### config.mk
export PLATFORM = sky130hd
export DESIGN_NAME = clock_time_controller_flat
export DESIGN_NICKNAME = d
export VERILOG_FILES = /design/src/rtl/clock_time_controller_if.sv /design/src/rtl/clock_time_controller.sv /design/src/flat_wrapper.sv
export SDC_FILE = /design/constraint.sdc
export NUM_CORES = 1
export LEC_CHECK = 0
export BUFFER_PORTS_ARGS = -buffer_cell sky130_fd_sc_hd__buf_2
export CORE_ASPECT_RATIO = 0.6
export CORE_UTILIZATION = 51
export CTS_CLUSTER_SIZE = 25
export DETAILED_ROUTE_END_ITERATION = 6
export PLACE_DENSITY = 0.72
export SLEW_MARGIN = 20
export SYNTH_ARGS = -nofsm -noshare
export SYNTH_HDL_FRONTEND = slang
export SYNTH_SLANG_ARGS = --single-unit
### constraint.sdc
create_clock -name clk -period 5.2 [get_ports clk]
set_input_delay 0.52 -clock clk [delete_from_list [all_inputs] [get_ports clk]]
set_output_delay 0.52 -clock clk [all_outputs]
set_load 0.005 [all_outputs]
### src/rtl/clock_time_controller_if.sv
// Button inputs and sequencer pulses for the clock counter chain.
// The DUT uses the slave modport. The board or testbench uses the master modport.
interface clock_time_controller_if;
    logic       btn_mode;
    logic       btn_inc;
    logic       sec_tick;
    logic       min_inc;
    logic       hour_inc;
    logic       sec_clr;
    logic [1:0] mode;

    modport master (
        output btn_mode, btn_inc,
        input  sec_tick, min_inc, hour_inc, sec_clr, mode
    );

    modport slave (
        input  btn_mode, btn_inc,
        output sec_tick, min_inc, hour_inc, sec_clr, mode
    );
endinterface

### src/rtl/clock_time_controller.sv
// Digital clock sequencer.
// Divides clk down to a 1 Hz seconds tick and runs the RUN / SET_MIN / SET_HOUR mode FSM.
// It issues one-cycle increment and clear pulses to the external counter chain.
// Optional macro: CLOCK_CTRL_DEBOUNCE_EN adds a press-qualification counter per button.
module clock_time_controller #(
    parameter int unsigned TICKS_PER_SEC   = 100_000_000,
    parameter int unsigned DEBOUNCE_CYCLES = 1_000_000
) (
    input  logic                   clk,
    input  logic                   reset,
    clock_time_controller_if.slave bus
);
    localparam int unsigned PW = $clog2(TICKS_PER_SEC);
    localparam int unsigned NB = 2;  // bit 0: mode button, bit 1: inc button

    typedef enum logic [1:0] {
        RUN      = 2'b00,
        SET_MIN  = 2'b01,
        SET_HOUR = 2'b10
    } state_t;

    if (TICKS_PER_SEC < 2 || DEBOUNCE_CYCLES == 0) begin : g_param_check
        $error("clock_time_controller: TICKS_PER_SEC must be >= 2 and DEBOUNCE_CYCLES >= 1");
    end

    logic [NB-1:0] btn;
    logic [NB-1:0] q1;
    logic [NB-1:0] q2;
    logic [NB-1:0] q3;
    logic [NB-1:0] stable;
    logic [NB-1:0] press_c;
    logic          mode_press_c;
    logic          inc_press_c;

    state_t        state;
    state_t        state_c;
    logic [PW-1:0] presc;
    logic [PW-1:0] presc_c;
    logic          sec_tick;
    logic          sec_tick_c;
    logic          min_inc;
    logic          min_inc_c;
    logic          hour_inc;
    logic          hour_inc_c;
    logic          sec_clr;
    logic          sec_clr_c;

    assign btn = {bus.btn_inc, bus.btn_mode};

    // Two-flop synchronizer, plus an edge register on the qualified level.
    always_ff @(posedge clk or posedge reset) begin
        if (reset) begin
            q1 <= '0;
            q2 <= '0;
            q3 <= '0;
        end else begin
            q1 <= btn;
            q2 <= q1;
            q3 <= stable;
        end
    end

`ifdef CLOCK_CTRL_DEBOUNCE_EN
    localparam int unsigned DW = $clog2(DEBOUNCE_CYCLES + 1);

    logic [DW-1:0] deb_cnt [NB];

    // Count consecutive high cycles of the synchronized button; saturate at the accept threshold.
    always_ff @(posedge clk or posedge reset) begin
        if (reset) begin
            for (int i = 0; i < NB; i++) deb_cnt[i] <= '0;
        end else begin
            for (int i = 0; i < NB; i++) begin
                if (!q2[i])
                    deb_cnt[i] <= '0;
                else if (deb_cnt[i] != DW'(DEBOUNCE_CYCLES))
                    deb_cnt[i] <= deb_cnt[i] + DW'(1);
            end
        end
    end

    // A button counts as pressed only once it has been high for the full window.
    always_comb begin
        stable = '0;
        for (int i = 0; i < NB; i++) stable[i] = (deb_cnt[i] == DW'(DEBOUNCE_CYCLES));
    end
`else
    assign stable = q2;
`endif

    assign press_c      = stable & ~q3;
    assign mode_press_c = press_c[0];
    assign inc_press_c  = press_c[1];

    // State, prescaler and output pulse registers.
    always_ff @(posedge clk or posedge reset) begin
        if (reset) begin
            state    <= RUN;
            presc    <= '0;
            sec_tick <= 1'b0;
            min_inc  <= 1'b0;
            hour_inc <= 1'b0;
            sec_clr  <= 1'b0;
        end else begin
            state    <= state_c;
            presc    <= presc_c;
            sec_tick <= sec_tick_c;
            min_inc  <= min_inc_c;
            hour_inc <= hour_inc_c;
            sec_clr  <= sec_clr_c;
        end
    end

    // Mode cycles RUN -> SET_MIN -> SET_HOUR -> RUN on each mode press.
    always_comb begin
        state_c = state;
        case (state)
            RUN:      if (mode_press_c) state_c = SET_MIN;
            SET_MIN:  if (mode_press_c) state_c = SET_HOUR;
            SET_HOUR: if (mode_press_c) state_c = RUN;
            default:  state_c = RUN;
        endcase
    end

    // Next values of the prescaler and pulses. A mode press shadows an inc press in the same cycle.
    always_comb begin
        presc_c    = '0;
        sec_tick_c = 1'b0;
        min_inc_c  = 1'b0;
        hour_inc_c = 1'b0;
        sec_clr_c  = 1'b0;
        case (state)
            RUN: begin
                if (presc == PW'(TICKS_PER_SEC - 1)) begin
                    sec_tick_c = 1'b1;
                end else begin
                    presc_c = presc + PW'(1);
                end
                if (mode_press_c) begin
                    sec_clr_c = 1'b1;
                    presc_c   = '0;
                end
            end
            SET_MIN:  min_inc_c  = inc_press_c & ~mode_press_c;
            SET_HOUR: hour_inc_c = inc_press_c & ~mode_press_c;
            default: ;
        endcase
    end

    assign bus.sec_tick = sec_tick;
    assign bus.min_inc  = min_inc;
    assign bus.hour_inc = hour_inc;
    assign bus.sec_clr  = sec_clr;
    assign bus.mode     = state;
endmodule

### src/flat_wrapper.sv
// flat-port wrapper written by rule: the top's interface ports become plain ports
module clock_time_controller_flat 
#(
    parameter int unsigned TICKS_PER_SEC   = 100_000_000,
    parameter int unsigned DEBOUNCE_CYCLES = 1_000_000
)
  (clk, reset, bus_btn_mode, bus_btn_inc, bus_sec_tick, bus_min_inc, bus_hour_inc, bus_sec_clr, bus_mode);
  clock_time_controller_if bus_i ();
  input  logic clk;
  input  logic reset;
  input wire logic [$bits(bus_i.btn_mode)-1:0] bus_btn_mode;
  input wire logic [$bits(bus_i.btn_inc)-1:0] bus_btn_inc;
  output wire logic [$bits(bus_i.sec_tick)-1:0] bus_sec_tick;
  output wire logic [$bits(bus_i.min_inc)-1:0] bus_min_inc;
  output wire logic [$bits(bus_i.hour_inc)-1:0] bus_hour_inc;
  output wire logic [$bits(bus_i.sec_clr)-1:0] bus_sec_clr;
  output wire logic [$bits(bus_i.mode)-1:0] bus_mode;
  assign bus_i.btn_mode = bus_btn_mode;
  assign bus_i.btn_inc = bus_btn_inc;
  assign bus_sec_tick = bus_i.sec_tick;
  assign bus_min_inc = bus_i.min_inc;
  assign bus_hour_inc = bus_i.hour_inc;
  assign bus_sec_clr = bus_i.sec_clr;
  assign bus_mode = bus_i.mode;
  clock_time_controller #(.TICKS_PER_SEC(TICKS_PER_SEC), .DEBOUNCE_CYCLES(DEBOUNCE_CYCLES)) u_core (.clk(clk), .reset(reset), .bus(bus_i));
endmodule
---- Yosys cells after proc, flatten, opt, wreduce, memory -nomap -nowiden ----
Index checks and enable logic that the tools add are counted.
word-level totals
  logic and storage cells ................. 35
  bits in registers ....................... 39
  output and inout bits ................... 6
operators by class
  reduce and logical (&&, ||, !) cells .... 2
  eq/ne operators ......................... 6
  $add $sub $neg .......................... 1
  mux-type cells .......................... 13
  bitwise logic cells ..................... 4
operators with widths
  cell                                                 count
  two-way mux 27 bit                                   3
  adder 27 x 1 -> 27 bit, second input constant        1
  equality test 27 bit, second input constant          1
  two-way mux 1 bit                                    6
  two-way mux 2 bit                                    3
  != test 2 x 1 -> 1 bit, second input constant        3
  case mux 2 bit (3 select lines)                      1
  AND reduction 3 bit                                  1
  AND 2 bit                                            1
  equality test 2 x 1 -> 1 bit, second input constant  1
  equality test 2 bit, second input constant           1
  zero test 2 bit                                      1
  inverter 2 bit                                       1
  AND 1 bit                                            1
  inverter 1 bit                                       1

---- Longest topological paths before layout ----
Gate-level depths: netlist of the first run.
  word-level depth ........................ 5
  mapped depth ............................ 7
  gate-level depth less buffers ........... 6

---- Worst setup path before layout of the first run ----
No wires, ideal clock.
  path kind ............................... register -> register
  start point ............................. register u_core.presc[12]
  end point ............................... register u_core.presc[15]
  library setup time ...................... 0.119 ns
  slack ................................... 3.249 ns
  arrival ................................. 1.832 ns
  data required time ...................... 5.081 ns
  stages on the path, launching flop included .. 8
  path buffers ............................ 2
  path through ............................ dfrtp_1 -> buf_6 -> or4b_1 -> nor4_4 -> nand2_2 -> o21ai_4 -> buf_12 -> nor2_2
on the way
  longest elaborated chain between the ends .. 4
  elaborated cells between the ends (all ways) .. 5
  those cells by class .................... add/sub (1); eq/ne (1); mux (3)
RTL lines
  element                                                                RTL line                                                    source
  from (decl)                                                            clock_time_controller.sv:37                                 logic [PW-1:0] presc;
  from (signal assigned)                                                 clock_time_controller.sv:106                                presc <= presc_c;
  adder 27 x 1 -> 27 bit / equality test 27 bit (equally long branches)  clock_time_controller.sv:137, clock_time_controller.sv:134
  two-way mux 27 bit (*)                                                 clock_time_controller.sv:134                                if (presc == PW'(TICKS_PER_SEC - 1)) begin
  two-way mux 27 bit (*)                                                 clock_time_controller.sv:139                                if (mode_press_c) begin
  two-way mux 27 bit (*)                                                 clock_time_controller.sv:132                                case (state)
  net u_core.presc_c[15]                                                 clock_time_controller.sv:38                                 logic [PW-1:0] presc_c;
The timed path passes the listed nets; every way through them passes the cells marked *.
A chain may end at the register's enable or synchronous reset.

---- Worst setup path in the final report of the first run ----
  start point ............................. register u_core.presc[12]
  end point ............................... register u_core.presc[5]
on the way
  longest elaborated chain between the ends .. 4
RTL lines
  element                RTL line
  equality test 27 bit   clock_time_controller.sv:134
  two-way mux 27 bit     clock_time_controller.sv:134
  two-way mux 27 bit     clock_time_controller.sv:139
  two-way mux 27 bit     clock_time_controller.sv:132
  net u_core.presc_c[5]  clock_time_controller.sv:38
The timed path passes the listed nets, and every way through them passes these cells.

==> results.json, run 1 <==
{
  "cts-buffers-inserted": 5,
  "hpwl_mm": 2.888,
  "rel_slew_slack": 0.4984,
  "p_per_area_mw_per_mm2": 333.9,
  "power.ir.vdd_worst_uv": 207.1,
  "final-setup-viol-count": 0,
  "synth_flop_cell": "dfrtp_1",
  "synth_sequential_area_ratio": 0.5078,
  "path_type_of_the_worst_min_delay_path": "in -> async",
  "die_x_um": 81.25,
  "drt-initial-drc-count": 207,
  "grt_antenna_before_repair": 0,
  "tritoncts_clock_tree": "yes",
  "ios": 10,
  "critical_path_peak_fanout": 17,
  "drt-pass1-iter-count": 6,
  "cts.repair_timing.setup_buffer_count": 0,
  "critical_path_arrival_ns": 2.50,
  "cts_sinks": 39,
  "p_leak_nw": 0.8563,
  "global_route.overflow_total": 0,
  "timing_worst_setup_path_type": "reg -> reg",
  "first_pass_grt_wire_length_mm": 7.093,
  "clk_path_buf_depth": 2,
  "layout_overhead_on_the_synthesized_area_pct": 9.310,
  "ys.warnings.count": 0,
  "syn_avg_cell_area_um2": 10.28,
  "synthesis.area_mm2": 0.001922,
  "initial_core_util": 0.5614,
  "fillCellCount": 283,
  "ys_types": 44,
  "yosys.area.top_type": "dfrtp_1",
  "postLayoutCoreUtil": 0.6137,
  "clock_insertion_delay_worst_skew_ns": 0.29,
  "route.detailed.wl_per_inst_um": 16.27,
  "number_of_vias_in_the_routed_layout": 1487,
  "routed_wirelength_mm": 3.986,
  "post_drt_via_cell_ratio": 6.069,
  "remaining_drc_errors": 0,
  "finClkSkew_ns": 0.006424,
  "grt_usage": 0.2389,
  "synth_enable_flop_cells": 0,
  "commonest_non_fill_non_tap_cell_in_the_layout": "dfrtp_1",
  "totalNegativeSetupSlack_ns": 0,
  "maxCapViolations": 0,
  "final_period_minus_worst_setup_slack_ns": 2.354,
  "timing.critical_path.required_ns": 5.35,
  "max_clock_freq_mhz": 424.8,
  "antennaDiodeCount": 0,
  "ctsResizeCount": 0,
  "postSynth.asyncResetShare": 1.000,
  "routabilityCongestion": 0.8903,
  "multi_input_area_um2": 888.4,
  "seqCellArea_um2": 975.9,
  "post_route_cells_drive_above_1_share": 0.1750,
  "synth_largest_type_area_fraction": 0.5078,
  "floorplan.die.height_um": 49.55,
  "post_synth_inst_count": 187,
  "timing_hold_violations_final": 0,
  "postRouteAntennaNets": 0,
  "buffer_ports.inserted": 9,
  "fp.coreArea_mm2": 0.003423,
  "finalInstanceArea_mm2": 0.002101,
  "worstSetupStartpointType": "register",
  "grt_pass1_vias": 1465,
  "finalNetCount": 204,
  "cts_root_buffer": "clkbuf_8",
  "run_status": "completed",
  "crit_path_end_kind": "register",
  "cts_htree_levels": 2,
  "cts_hold_repair.buffers": 0,
  "place_area_mm2": 0.001988,
  "placementRows": 16,
  "share_of_the_clock_period_used_by_the_worst_path_after_layout": 0.4527,
  "cts.clk_slew.worst_paths_ns": 0.08,
  "syn_nets": 192,
  "leading_cell_types_in_the_layout_fill_and_taps_excluded": "dfrtp_1, nor2_1, nand3_1",
  "synth-seq-cells": 39,
  "worst_pin_slew_ns": 0.7466,
  "grt_start_max_net_pins": 40,
  "synth_area_leaders": "dfrtp_1, xor2_1, nand3_1",
  "slew_violations": 0,
  "grt_setup_unrepaired": "false",
  "dieArea_mm2": 0.004026
}
## power breakdown
part           internal [mW]  leakage, nW  switching, mW
registers              0.321        0.526         0.0236
logic                 0.0322        0.272         0.0744
clock network          0.143       0.0581          0.107
## worst max-delay path, stage by stage (launching register included)
cell and delay (ns):
dfrtp_1 0.48, or4b_1 0.62, nor4_4 0.29, nand2_2 0.18, o21ai_4 0.52, nor2_1 0.13
## per-layer routing
layer	share of wire	vias to the layer above	GRT usage	routed length, µm
li1	-	685	-	-
met1	0.49	731	0.3480	1964
met2	0.42	58	0.3361	1678
met3	0.068	13	0.07407	271
met4	0.018	0	0.07440	72
met5	0	-	0	0
## synthesized netlist by cell type, types with 4 or more instances
cell      n
o21ai_0   6
xnor2_1   4
xor2_1   13
nand2_1  13
a21oi_1   7
nor2_1   17
nand3_1  14
dfrtp_1  39
nor4_1    5
nand4_1   8
inv_1     4
nor2_2   10
## sequential cells by signal (all words and copies together), names as in the netlist
name                 count
u_core.q2                2
u_core.presc            27
u_core.bus.min_inc       1
u_core.q3                2
u_core.bus.mode          2
u_core.q1                2
u_core.bus.sec_tick      1
u_core.bus.sec_clr       1
u_core.bus.hour_inc      1
## path summary, 6_finish.rpt
check                            startpoint          endpoint  slack (ns)  cells past startpoint
max                        u_core.presc[12]   u_core.presc[5]        2.85                      5
min                                   reset   u_core.presc[6]        0.32                      3
max reg2reg                u_core.presc[12]   u_core.presc[5]        2.85                      5
min reg2reg                    u_core.q1[1]      u_core.q2[1]        0.35                      0
max in group asynchronous             reset  u_core.presc[26]        4.54                      3
min in group clk                bus_btn_inc      u_core.q1[1]        0.32                      1
## kinds of logic (layout without fill, tap and decap cells)
group                    after synthesis  count (layout)  synth area share
AO/OA/AOI/OAI                         23              23           0.07683
XOR/XNOR                              17              17           0.07747
adder cells (fa/ha/maj)                1               1          0.006509
buffers and inverters                  9              22           0.02995
flip-flops                            39              39            0.5078
AND/OR/NAND/NOR                       98              98            0.3014
## final cells by class
cell class / count / area share
Tap cell: 45 / 0.02680
Multi-Input combinational cell: 139 / 0.4229
Sequential cell: 39 / 0.4646
Inverter: 4 / 0.007147
Clock inverter: 3 / 0.02085
Timing Repair Buffer: 10 / 0.02501
Clock buffer: 5 / 0.03276
## metrics by stage
| stage | total power [mW] | hold WS (ns) | instances | setup slack [ns] |
|---|---|---|---|---|
| after floorplan | 0.4397 | 0.3312 | 187 | 3.249 |
| after global placement | 0.4529 | 0.3334 | 237 | 3.023 |
| after detailed placement | 0.4580 | 0.3397 | 237 | 2.887 |
| after CTS | 0.7074 | 0.3172 | 245 | 2.872 |
| after global routing | 0.7354 | 0.3120 | 245 | 2.702 |
| final | 0.7014 | 0.3184 | 245 | 2.846 |
Power figures use the tool's default switching activity.
==> inputs of run 2 (changes only) <==
Settings changed: PLACE_DENSITY 0.72 to 0.75.
Clock period 5.2 ns to 1.93 ns, I/O delays scaled along.
==> run 2 against run 1 <==
Effect of this change:
- the flow now finishes with violations (negative hold slack, negative setup slack)
- final area rose by 12%
- clock skew barely moved
- cell count rose by 11%
- critical endpoint is now u_core.presc[9]
==> results.json, run 2 (same netlist as run 1, synthesis figures left out) <==
{
  "reg2reg_capture_point": "u_core.presc[9]",
  "cts_htree_levels": 2,
  "remaining_drc_errors": 0,
  "power_frac_comb": 0.191,
  "cts.clk_slew.worst_paths_ns": 0.07,
  "critical_path_peak_fanout": 17,
  "placementRows": 16,
  "power_frac_clock": 0.351,
  "dieArea_mm2": 0.004026,
  "post_route_cells_drive_above_1_share": 0.2965,
  "worstSetupStartpointType": "register",
  "fillCellCount": 266,
  "top_cell_family_by_delay_on_the_critical_path": "simple AND/OR/NAND/NOR gates",
  "crit_path_end_kind": "register",
  "reg2reg_setup_slack_ns": -0.005,
  "worst_pin_slew_ns": 0.4812,
  "drt-initial-drc-count": 138,
  "largest_register_ffs": 27,
  "floorplan.die.height_um": 49.55,
  "register_name_with_the_most_flops": "u_core.presc",
  "p_sw_frac": 0.2918,
  "slew_violations": 0,
  "maxCapViolations": 0,
  "post_drt_via_cell_ratio": 5.897,
  "leading_cell_types_in_the_layout_fill_and_taps_excluded": "dfrtp_1, buf_4, nor2_1",
  "seqCellArea_um2": 975.9,
  "postRouteAntennaNets": 0,
  "drt-pass1-iter-count": 4,
  "cp_depth": 6,
  "grt_pass1_vias": 1497,
  "ios": 10,
  "max_clock_freq_mhz": 516.7,
  "p_per_area_mw_per_mm2": 860.2,
  "timing_hold_violations_final": 7,
  "rel_slew_slack": 0.6792,
  "worstReg2RegStart": "u_core.presc[17]",
  "place_area_mm2": 0.002155,
  "cp_slowest_cell": "or4b_4",
  "grt_usage": 0.2621,
  "dp_worst_setup_slack_ns": 0.01589,
  "cts_root_buffer": "clkbuf_8",
  "cts-buffers-inserted": 5,
  "power.ir.vdd_worst_uv": 742.4,
  "layout_overhead_on_the_synthesized_area_pct": 22.33,
  "multi_input_area_um2": 919.6,
  "cellInternalPower_mw": 1.432,
  "grt_antenna_before_repair": 0,
  "initial_core_util": 0.5614,
  "grt_start_max_net_pins": 40,
  "finClkSkew_ns": 0.006226,
  "total_switching_power_uw": 590.0,
  "finalInstanceArea_mm2": 0.002351,
  "violations": "negative hold slack, negative setup slack",
  "seqPwrFrac": 0.457,
  "routed_wirelength_mm": 4.676,
  "timing_worst_setup_path_type": "reg -> reg",
  "routabilityCongestion": 1.053,
  "fin_worst_hold_slack_ns": -0.003712,
  "timing.critical_path.cells": "or4b_4 -> nor4_4 -> nand2_2 -> o21ai_4 -> buf_12 -> nor2_1",
  "cts_sinks": 39,
  "number_of_vias_in_the_routed_layout": 1598,
  "clock_insertion_delay_worst_skew_ns": 0.30,
  "timing.critical_path.from": "u_core.presc[17]",
  "antennaDiodeCount": 0,
  "critical-path-max-stage-delay_ns": 0.56,
  "fp.coreArea_mm2": 0.003423,
  "tritoncts_clock_tree": "yes",
  "final-setup-viol-count": 3,
  "share_of_the_clock_period_used_by_the_worst_path_after_layout": 1.003,
  "run_status": "complete, but fails checks",
  "timing.critical_path.required_ns": 2.11,
  "finalNetCount": 230,
  "commonest_non_fill_non_tap_cell_in_the_layout": "dfrtp_1",
  "die_x_um": 81.25,
  "hpwl_mm": 3.160,
  "final_critical_path_setup_slack_ns": -0.005417,
  "p_leak_nw": 1.007,
  "worst-path-buf-inv": 1,
  "global_route.overflow_total": 0,
  "grt_setup_unrepaired": "true",
  "critical_path_arrival_ns": 2.12,
  "path_type_of_the_worst_min_delay_path": "in -> async",
  "buffer_ports.inserted": 9,
  "final_period_minus_worst_setup_slack_ns": 1.935,
  "worst_r2r_path_depth": 6,
  "route.detailed.wl_per_inst_um": 17.25,
  "clk_path_buf_depth": 2,
  "first_pass_grt_wire_length_mm": 7.555
}
## run 2: cell count changes in the layout (fill, tap and decap cells not counted), sizes merged
cell         before  now
buf              10   35
clkbuf            5    6
clkinv            2    1
dlygate4sd3       0    1
## run 2: worst register-to-register path, delay by kind of cell, from the launching register on
kind	cells	cell delay, ns
buffers and inverters	1	0.18
AOI/OAI and AO/OA	1	0.20
and+or+nand+nor	4	1.07
DFF	1	0.38
## run 2: cell type report
type | count | area share
clock buffer | 6 | 0.03513
clock inverter | 2 | 0.01490
timing repair buffer | 36 | 0.1134
tap | 45 | 0.02395
multi-input combinational | 139 | 0.3912
inverter | 4 | 0.006386
sequential | 39 | 0.4151
## run 2: worst max-delay path by stage
| stage | to | slack, ns |
|---|---|---|
| after floorplan | u_core.presc[15] | 0.006 |
| after global placement | u_core.presc[18] | 0.05 |
| after detailed placement | u_core.presc[18] | 0.02 |
| after CTS | u_core.presc[18] | 0.01 |
| after global routing | u_core.presc[9] | -0.08 |
| final | u_core.presc[9] | -0.005 |
## run 2: what timing repair did
action                                  CTS  global route
hold buffers                              0             1
buffers inserted                          0             5
endpoints found under the setup margin    0            21
gates resized for setup                   0            10
hold endpoints to repair                  0             1
## run 2: stage by stage
stage / cells / power, mW / TNS [ns] / hold WS [ns] / util
4_1_cts: 265 / 2.002 / 0 / 0.006334 / 0.6637
6_report: 271 / 2.022 / -0.008340 / -0.003712 / 0.6868
3_3_place_gp: 257 / 1.285 / 0 / 0.3045 / 0.6294
2_1_floorplan: 187 / 1.185 / 0 / 0.2244 / -
3_5_place_dp: 257 / 1.302 / 0 / 0.3089 / 0.6294
5_1_grt: 271 / 2.124 / -1.113 / 0.005526 / 0.6868
## run 2: power by group through the flow
| stage | clock network [mW] | logic, mW | registers (mW) |
|---|---|---|---|
| floorplan | 0 | 0.251 | 0.934 |
| global placement | 0 | 0.353 | 0.932 |
| detailed placement | 0 | 0.361 | 0.941 |
| CTS | 0.714 | 0.363 | 0.925 |
| global route | 0.760 | 0.429 | 0.935 |
| finish | 0.711 | 0.387 | 0.924 |
## run 2: metal layers
metal  vias up  track usage  routed length (µm)
met4         0      0.07440                  48
met2        60       0.3375                1986
met5         -            0                   0
met3         8       0.1000                 414
li1        737            -                   -
met1       793       0.4000                2227
